**src/rtl/i2c_init_seq.sv**
```systemverilog
`default_nettype none
// ============================================================================
//  Module   : i2c_init_seq
//  Purpose  : Boot-time command sequencer for an I2C write master. Walks a
//             register table held in an external synchronous ROM and issues
//             one {device, reg_addr, reg_data} write per entry over a
//             valid/ready handshake. Starts on its own after a power-up
//             wait and can be re-run from DONE with a start pulse.
//  Ports    : clk        system clock
//             reset      asynchronous, active-low reset
//             start      re-run pulse, honoured only in DONE
//             busy       high from reset release until the table completes
//             done       high while in DONE
//             rom_addr   registered table index (ROM data 1 cycle later)
//             rom_data   {reg_addr[15:8], reg_data[7:0]}; 16'hFFFF ends table
//             i2c_valid  write request to the master
//             i2c_ready  master accepting
//             i2c_device constant device byte (DEVICE)
//             i2c_addr   register address, held while i2c_valid is high
//             i2c_data   register data, held while i2c_valid is high
//             cmd_count  writes issued in the current run
//  Options  : I2C_INIT_SEQ_DELAY_EN - entries with reg_addr 8'hFE become
//             wait commands of reg_data*DELAY_UNIT cycles instead of writes.
//  Revision : 1.0 - initial release
// ============================================================================
module i2c_init_seq #(
  parameter int         NUM_CMDS       = 32,
  parameter int         IDX_W          = 5,
  parameter logic [7:0] DEVICE         = 8'h34,
  parameter int         POWERUP_CYCLES = 100000,
  parameter int         DELAY_UNIT     = 1000
) (
  input  logic             clk,
  input  logic             reset,
  input  logic             start,
  output logic             busy,
  output logic             done,
  output logic [IDX_W-1:0] rom_addr,
  input  logic [15:0]      rom_data,
  output logic             i2c_valid,
  input  logic             i2c_ready,
  output logic [7:0]       i2c_device,
  output logic [7:0]       i2c_addr,
  output logic [7:0]       i2c_data,
  output logic [IDX_W:0]   cmd_count
);

  // Power-up counter is wide enough to hold POWERUP_CYCLES itself.
  localparam int c_PU_W = (POWERUP_CYCLES < 1) ? 1 : $clog2(POWERUP_CYCLES + 1);
  localparam logic [c_PU_W-1:0] c_PU_LAST  = c_PU_W'(POWERUP_CYCLES - 1);
  localparam logic [IDX_W-1:0]  c_LAST_IDX = IDX_W'(NUM_CMDS - 1);
  localparam logic [15:0]       c_END_MARK = 16'hFFFF;

  localparam logic [2:0] c_ST_POWERUP = 3'd0;
  localparam logic [2:0] c_ST_FETCH   = 3'd1;
  localparam logic [2:0] c_ST_DECODE  = 3'd2;
  localparam logic [2:0] c_ST_SEND    = 3'd3;
  localparam logic [2:0] c_ST_DONE    = 3'd4;
`ifdef I2C_INIT_SEQ_DELAY_EN
  localparam logic [2:0] c_ST_DELAY   = 3'd5;
  localparam logic [7:0] c_DLY_OPCODE = 8'hFE;
  // Must hold the longest wait, 255 ticks of DELAY_UNIT cycles.
  localparam int         c_DLY_W      = $clog2(255 * DELAY_UNIT + 1);
`endif

  // Parameter sanity, evaluated at elaboration only.
  if ((2 ** IDX_W) < NUM_CMDS || NUM_CMDS < 1) begin : g_bad_table_size
    $error("i2c_init_seq: IDX_W too narrow for NUM_CMDS, or NUM_CMDS < 1");
  end
  if (POWERUP_CYCLES < 1 || DELAY_UNIT < 1) begin : g_bad_timing
    $error("i2c_init_seq: POWERUP_CYCLES and DELAY_UNIT must be >= 1");
  end

  logic [2:0]        r_state;
  logic [c_PU_W-1:0] r_pu_cnt;
  logic [IDX_W-1:0]  r_rom_addr;
  logic [IDX_W:0]    r_cmd_count;
  logic              r_valid;
  logic [7:0]        r_addr;
  logic [7:0]        r_data;
`ifdef I2C_INIT_SEQ_DELAY_EN
  logic [c_DLY_W-1:0] r_dly_cnt;
`endif

  // Current entry is the last table slot: the next advance ends the run.
  logic w_last;
  assign w_last = (r_rom_addr == c_LAST_IDX);

  always_ff @(posedge clk or negedge reset) begin
    if (!reset) begin
      r_state     <= c_ST_POWERUP;
      r_pu_cnt    <= '0;
      r_rom_addr  <= '0;
      r_cmd_count <= '0;
      r_valid     <= 1'b0;
      r_addr      <= '0;
      r_data      <= '0;
`ifdef I2C_INIT_SEQ_DELAY_EN
      r_dly_cnt   <= '0;
`endif
    end else begin
      case (r_state)
        c_ST_POWERUP: begin
          r_pu_cnt <= r_pu_cnt + c_PU_W'(1);
          if (r_pu_cnt == c_PU_LAST) begin
            r_rom_addr <= '0;
            r_state    <= c_ST_FETCH;
          end
        end

        // rom_addr is already on the ROM; this cycle covers its latency.
        c_ST_FETCH: begin
          r_state <= c_ST_DECODE;
        end

        c_ST_DECODE: begin
          if (rom_data == c_END_MARK) begin
            r_state <= c_ST_DONE;
          end
`ifdef I2C_INIT_SEQ_DELAY_EN
          else if (rom_data[15:8] == c_DLY_OPCODE) begin
            r_dly_cnt <= c_DLY_W'(32'(rom_data[7:0]) * DELAY_UNIT);
            r_state   <= c_ST_DELAY;
          end
`endif
          else begin
            r_addr  <= rom_data[15:8];
            r_data  <= rom_data[7:0];
            r_valid <= 1'b1;
            r_state <= c_ST_SEND;
          end
        end

        // Request stays up with a frozen payload until the master takes it.
        c_ST_SEND: begin
          if (r_valid && i2c_ready) begin
            r_valid     <= 1'b0;
            r_cmd_count <= r_cmd_count + (IDX_W + 1)'(1);
            if (w_last) begin
              r_rom_addr <= '0;
              r_state    <= c_ST_DONE;
            end else begin
              r_rom_addr <= r_rom_addr + IDX_W'(1);
              r_state    <= c_ST_FETCH;
            end
          end
        end

`ifdef I2C_INIT_SEQ_DELAY_EN
        // Count of N lasts N+1 cycles, so a zero-length wait still takes one.
        c_ST_DELAY: begin
          if (r_dly_cnt == '0) begin
            if (w_last) begin
              r_rom_addr <= '0;
              r_state    <= c_ST_DONE;
            end else begin
              r_rom_addr <= r_rom_addr + IDX_W'(1);
              r_state    <= c_ST_FETCH;
            end
          end else begin
            r_dly_cnt <= r_dly_cnt - c_DLY_W'(1);
          end
        end
`endif

        // Re-run skips the power-up wait.
        c_ST_DONE: begin
          if (start) begin
            r_rom_addr  <= '0;
            r_cmd_count <= '0;
            r_state     <= c_ST_FETCH;
          end
        end

        default: begin
          r_state <= c_ST_POWERUP;
        end
      endcase
    end
  end

  assign busy       = (r_state != c_ST_DONE);
  assign done       = (r_state == c_ST_DONE);
  assign rom_addr   = r_rom_addr;
  assign i2c_valid  = r_valid;
  assign i2c_device = DEVICE;
  assign i2c_addr   = r_addr;
  assign i2c_data   = r_data;
  assign cmd_count  = r_cmd_count;

endmodule
`default_nettype wire

```
**config.mk**
```make
export PLATFORM = sky130hd
export DESIGN_NAME = i2c_init_seq
export DESIGN_NICKNAME = d
export VERILOG_FILES = /design/src/rtl/i2c_init_seq.sv
export SDC_FILE = /design/constraint.sdc
export NUM_CORES = 1
export LEC_CHECK = 0
export BUFFER_PORTS_ARGS = -buffer_cell sky130_fd_sc_hd__buf_2
export CAP_MARGIN = 10
export CORE_UTILIZATION = 50
export CTS_CLUSTER_SIZE = 25
export DETAILED_ROUTE_END_ITERATION = 10
export PLACE_DENSITY_LB_ADDON = 0.25
export SYNTH_ARGS = -nofsm -noshare
export SYNTH_HDL_FRONTEND = slang
export SYNTH_SLANG_ARGS = --single-unit
export TNS_END_PERCENT = 30
```
**constraint.sdc**
```tcl
create_clock -name clk -period 3.2 [get_ports clk]
set_clock_uncertainty 0.2 [all_clocks]
set_input_delay 0.32 -clock clk [delete_from_list [all_inputs] [get_ports clk]]
set_output_delay 0.32 -clock clk [all_outputs]
set_load 0.005 [all_outputs]
```
==> flow_metrics.py <==
metrics = {
    "synthesis": {
        "ys_ff_latch": 48,
        "synth-simple-area-share_pct": 20.58,
        "synth_top_area_share_pct": 53.24,
        "muxShareOfSynthArea_pct": 7.488,
        "yosys.cell_types.count": 41,
        "syn_avg_cell_area_sq_um": 11.45,
        "synth_compound_area_share_pct": 4.825,
        "synth_xor_area_share_pct": 7.765,
        "synth_adder_area_share_pct": 2.219,
        "synth_top_family_by_area": "simple AND/OR/NAND/NOR gates",
        "yosysWarnings": 0,
        "syn_area_sq_mm": 0.002256,
        "synthCells": 197,
        "synth.area.top_cells": "dfrtp_1 53%, mux2_2 7.5%, xnor2_1 5.4%, nand2_1 3.2%, nand4_1 2.8%",
        "seq_area_frac_synth_pct": 53.24,
        "yosysTopAreaCell": "dfrtp_1",
    },
    "floorplanning": {
        "die-area_sq_mm": 0.004784,
        "io_pins": 58,
        "start_util_pct": 51.81,
        "die_w_microns": 69.17,
        "coreArea_sq_mm": 0.004354,
        "row_count": 24,
        "fp.dieH_microns": 69.17,
    },
    "cells_and_area": {
        "n_fill_cell": 354,
        "diodes": 0,
        "area_delta_synth_final_pct": 17.42,
        "drive_above_1_share_pct": 33.86,
        "final_net_count": 274,
        "seqCellArea_sq_mm": 0.001201,
        "multiInputGateArea_sq_um": 997.2,
        "final_area_sq_mm": 0.002649,
    },
    "power_and_ir_drop": {
        "powerDensity_mw_per_mm2": 772.4,
        "p_sw_share_pct": 31.67,
        "switchingPower_mw": 0.6480,
        "leakage_nw": 1.261,
        "clkPwrFrac_pct": 22.3,
        "p_seq_share_pct": 46.4,
        "ir_drop_v": 0.0005553,
        "combPwrFrac_pct": 31.4,
        "internal_power_mw": 1.398,
    },
    "setup_path": {
        "r2r_start": "r_pu_cnt[11]$_DFFE_PN0P_",
        "worstPathRequired_ns": 3.24,
        "critPathKind": "flip-flop to flip-flop",
        "critPathMaxFanout": 8,
        "r2r_slack_ns": 0.83,
        "crit_path_start_kind": "flip-flop",
        "worst_setup_path_end_kind": "flip-flop",
        "worstPathArrival_ns": 2.41,
        "r2r_end": "rom_addr[3]$_DFFE_PN0P_",
        "r2r_cells": 5,
    },
    "route": {
        "drc_errors": 0,
        "wirelength_microns": 4084,
        "vias": 1621,
        "viasPerCell": 5.350,
        "drt_iter0_markers": 62,
        "dr.pass1.iters": 4,
        "wl_per_cell_microns": 13.48,
        "ant_nets": 0,
    },
    "min_path": {
        "hold_class": "primary input to async pin",
    },
    "sta": {
        "finalCritPeriodShare_pct": 74.14,
        "hold_violations": 0,
        "setup_tns_ns": 0,
        "period_minus_slack_ns": 2.373,
        "drv_slew": 0,
        "clock.fmax_ghz": 0.4215,
        "worst_pin_slew_ns": 1.041,
        "relSlewSlack_pct": 30.61,
        "finalSetupViolCount": 0,
        "grt_setup_unrepaired": "no",
    },
    "global_route": {
        "antenna_found_initial": 0,
        "grt_overflow_total": 0,
        "first_global_vias": 1565,
        "grt_start_max_net_pins": 49,
        "grt_pass1_wl_microns": 7155,
        "grtUsageTotal_pct": 18.46,
    },
    "clocking": {
        "clock_sinks": 48,
        "htreeDepth": 2,
        "numCtsBuffers": 5,
        "post_cts_buffers": 0,
        "cts_tree": "done",
        "clkTransAtPathRegs_ns": 0.09,
        "cts_buffer_depth": 2,
        "postCtsResizedCells": 0,
        "clk_latency_ns": 0.30,
        "root_buffer": "clkbuf_8",
        "postCtsHoldBufs": 0,
    },
    "place": {
        "place_area_sq_mm": 0.002527,
        "dp_hpwl_microns": 2971,
        "portBuffers": 49,
        "globalplace.congestion": 0.7918,
    },
    "run": {
        "maxCapViolCount": 0,
    },
    "run_status": {
        "status": "finished clean",
    },
}
==> kinds of logic after synthesis <==
kind of cell	Yosys count
flops	48
simple gates	81
other cells	2
fa+ha+maj	4
buf+inv	13
mux	15
xor+xnor	20
compound gates	14
==> worst max-delay path: stages (launching register included) <==
cell	delay, ns
dfrtp_1	0.45
or4b_4	0.55
nor4_4	0.31
o22ai_2	0.19
or4_1	0.53
nand3_1	0.09
==> power by group through the flow <==
stage / Clock, mW / Sequential, mW / Combinational [mW]
6_report: 0.455 / 0.949 / 0.642
5_1_grt: 0.487 / 0.976 / 0.719
4_1_cts: 0.464 / 0.950 / 0.648
3_5_place_dp: 0 / 0.957 / 0.649
3_3_place_gp: 0 / 0.952 / 0.636
2_1_floorplan: 0 / 0.955 / 0.383
==> per-stage QoR <==
stage	util (%)	setup slack (ns)	hold slack [ns]	instances	power [mW]
2_1_floorplan	-	0.9693	-0.1756	203	1.338
3_3_place_gp	58.05	0.8811	0.2650	295	1.588
3_5_place_dp	58.05	0.8542	0.2851	295	1.606
4_1_cts	60.83	0.8372	0.04123	303	2.062
5_1_grt	60.83	0.7051	0.05502	303	2.182
6_report	60.83	0.8274	0.001915	303	2.046
==> metal layers <==
metal	part of all wire, %	vias up	global-route usage, %
met4	1.2	0	6.122
met2	45	48	28.37
met5	0	-	0
li1	-	786	-
met1	49	780	26.30
met3	4.8	7	3.779
==> layout by cell type (no fill, tap or decap), types with 4 or more instances in the layout <==
master    instances
ha_1              4
buf_2            49
nand3_1          10
nor3_1            7
conb_1            8
nand2_1          19
mux2_2           15
nor2_1           15
xor2_1            6
clkbuf_8          6
xnor2_1          14
dfrtp_1          48
nand4_1          10
==> registers in the layout (all words and copies together) (netlist names) <==
signal and flops:
rom_addr 5, i2c_addr 8, i2c_data 8, r_pu_cnt 17
cmd_count 6, r_state 3, i2c_valid 1
==> cell usage after synthesis, drive strengths merged <==
cell and count:
nor3 7, a21o 2, o22ai 2, and3 3
nor2b 1, o22a 1, nand3 10, nor4 2
or3 1, xnor2 14, or4bb 1, clkbuf 1
nand2 19, xor2 6, or4b 1, ha 4
or2 2, nand4bb 1, buf 9, o221ai 1
a22o 3, and4 1, nand4 10, mux2 15
o21ai 4, or3b 1, nand3b 2, inv 3
or4 2, nor2 17, a21boi 1, dfrtp 48
conb 2
==> worst max-delay path by stage <==
| stage | slack [ns] | startpoint | to |
|---|---|---|---|
| after detailed placement | 0.85 | r_pu_cnt[11]$_DFFE_PN0P_ | rom_addr[3]$_DFFE_PN0P_ |
| after global placement | 0.88 | r_state[2]$_DFFE_PN0P_ | r_state[0]$_DFFE_PN0P_ |
| final | 0.83 | r_pu_cnt[11]$_DFFE_PN0P_ | rom_addr[3]$_DFFE_PN0P_ |
| after CTS | 0.84 | r_pu_cnt[11]$_DFFE_PN0P_ | rom_addr[3]$_DFFE_PN0P_ |
| after floorplan | 0.97 | r_pu_cnt[11]$_DFFE_PN0P_ | rom_addr[3]$_DFFE_PN0P_ |
| after global routing | 0.71 | r_state[0]$_DFFE_PN0P_ | r_pu_cnt[14]$_DFFE_PN0P_ |
==> area by class of cell <==
cell class              count  area share, %
clock buffers               6          3.118
inverters                   3         0.4251
clock inverters             2          1.464
repair buffers             50          9.542
multi-input cells         142          37.65
well taps                  52          2.456
flip-flops and latches     48          45.35
Note: power is estimated with default switching activity, not from simulation.
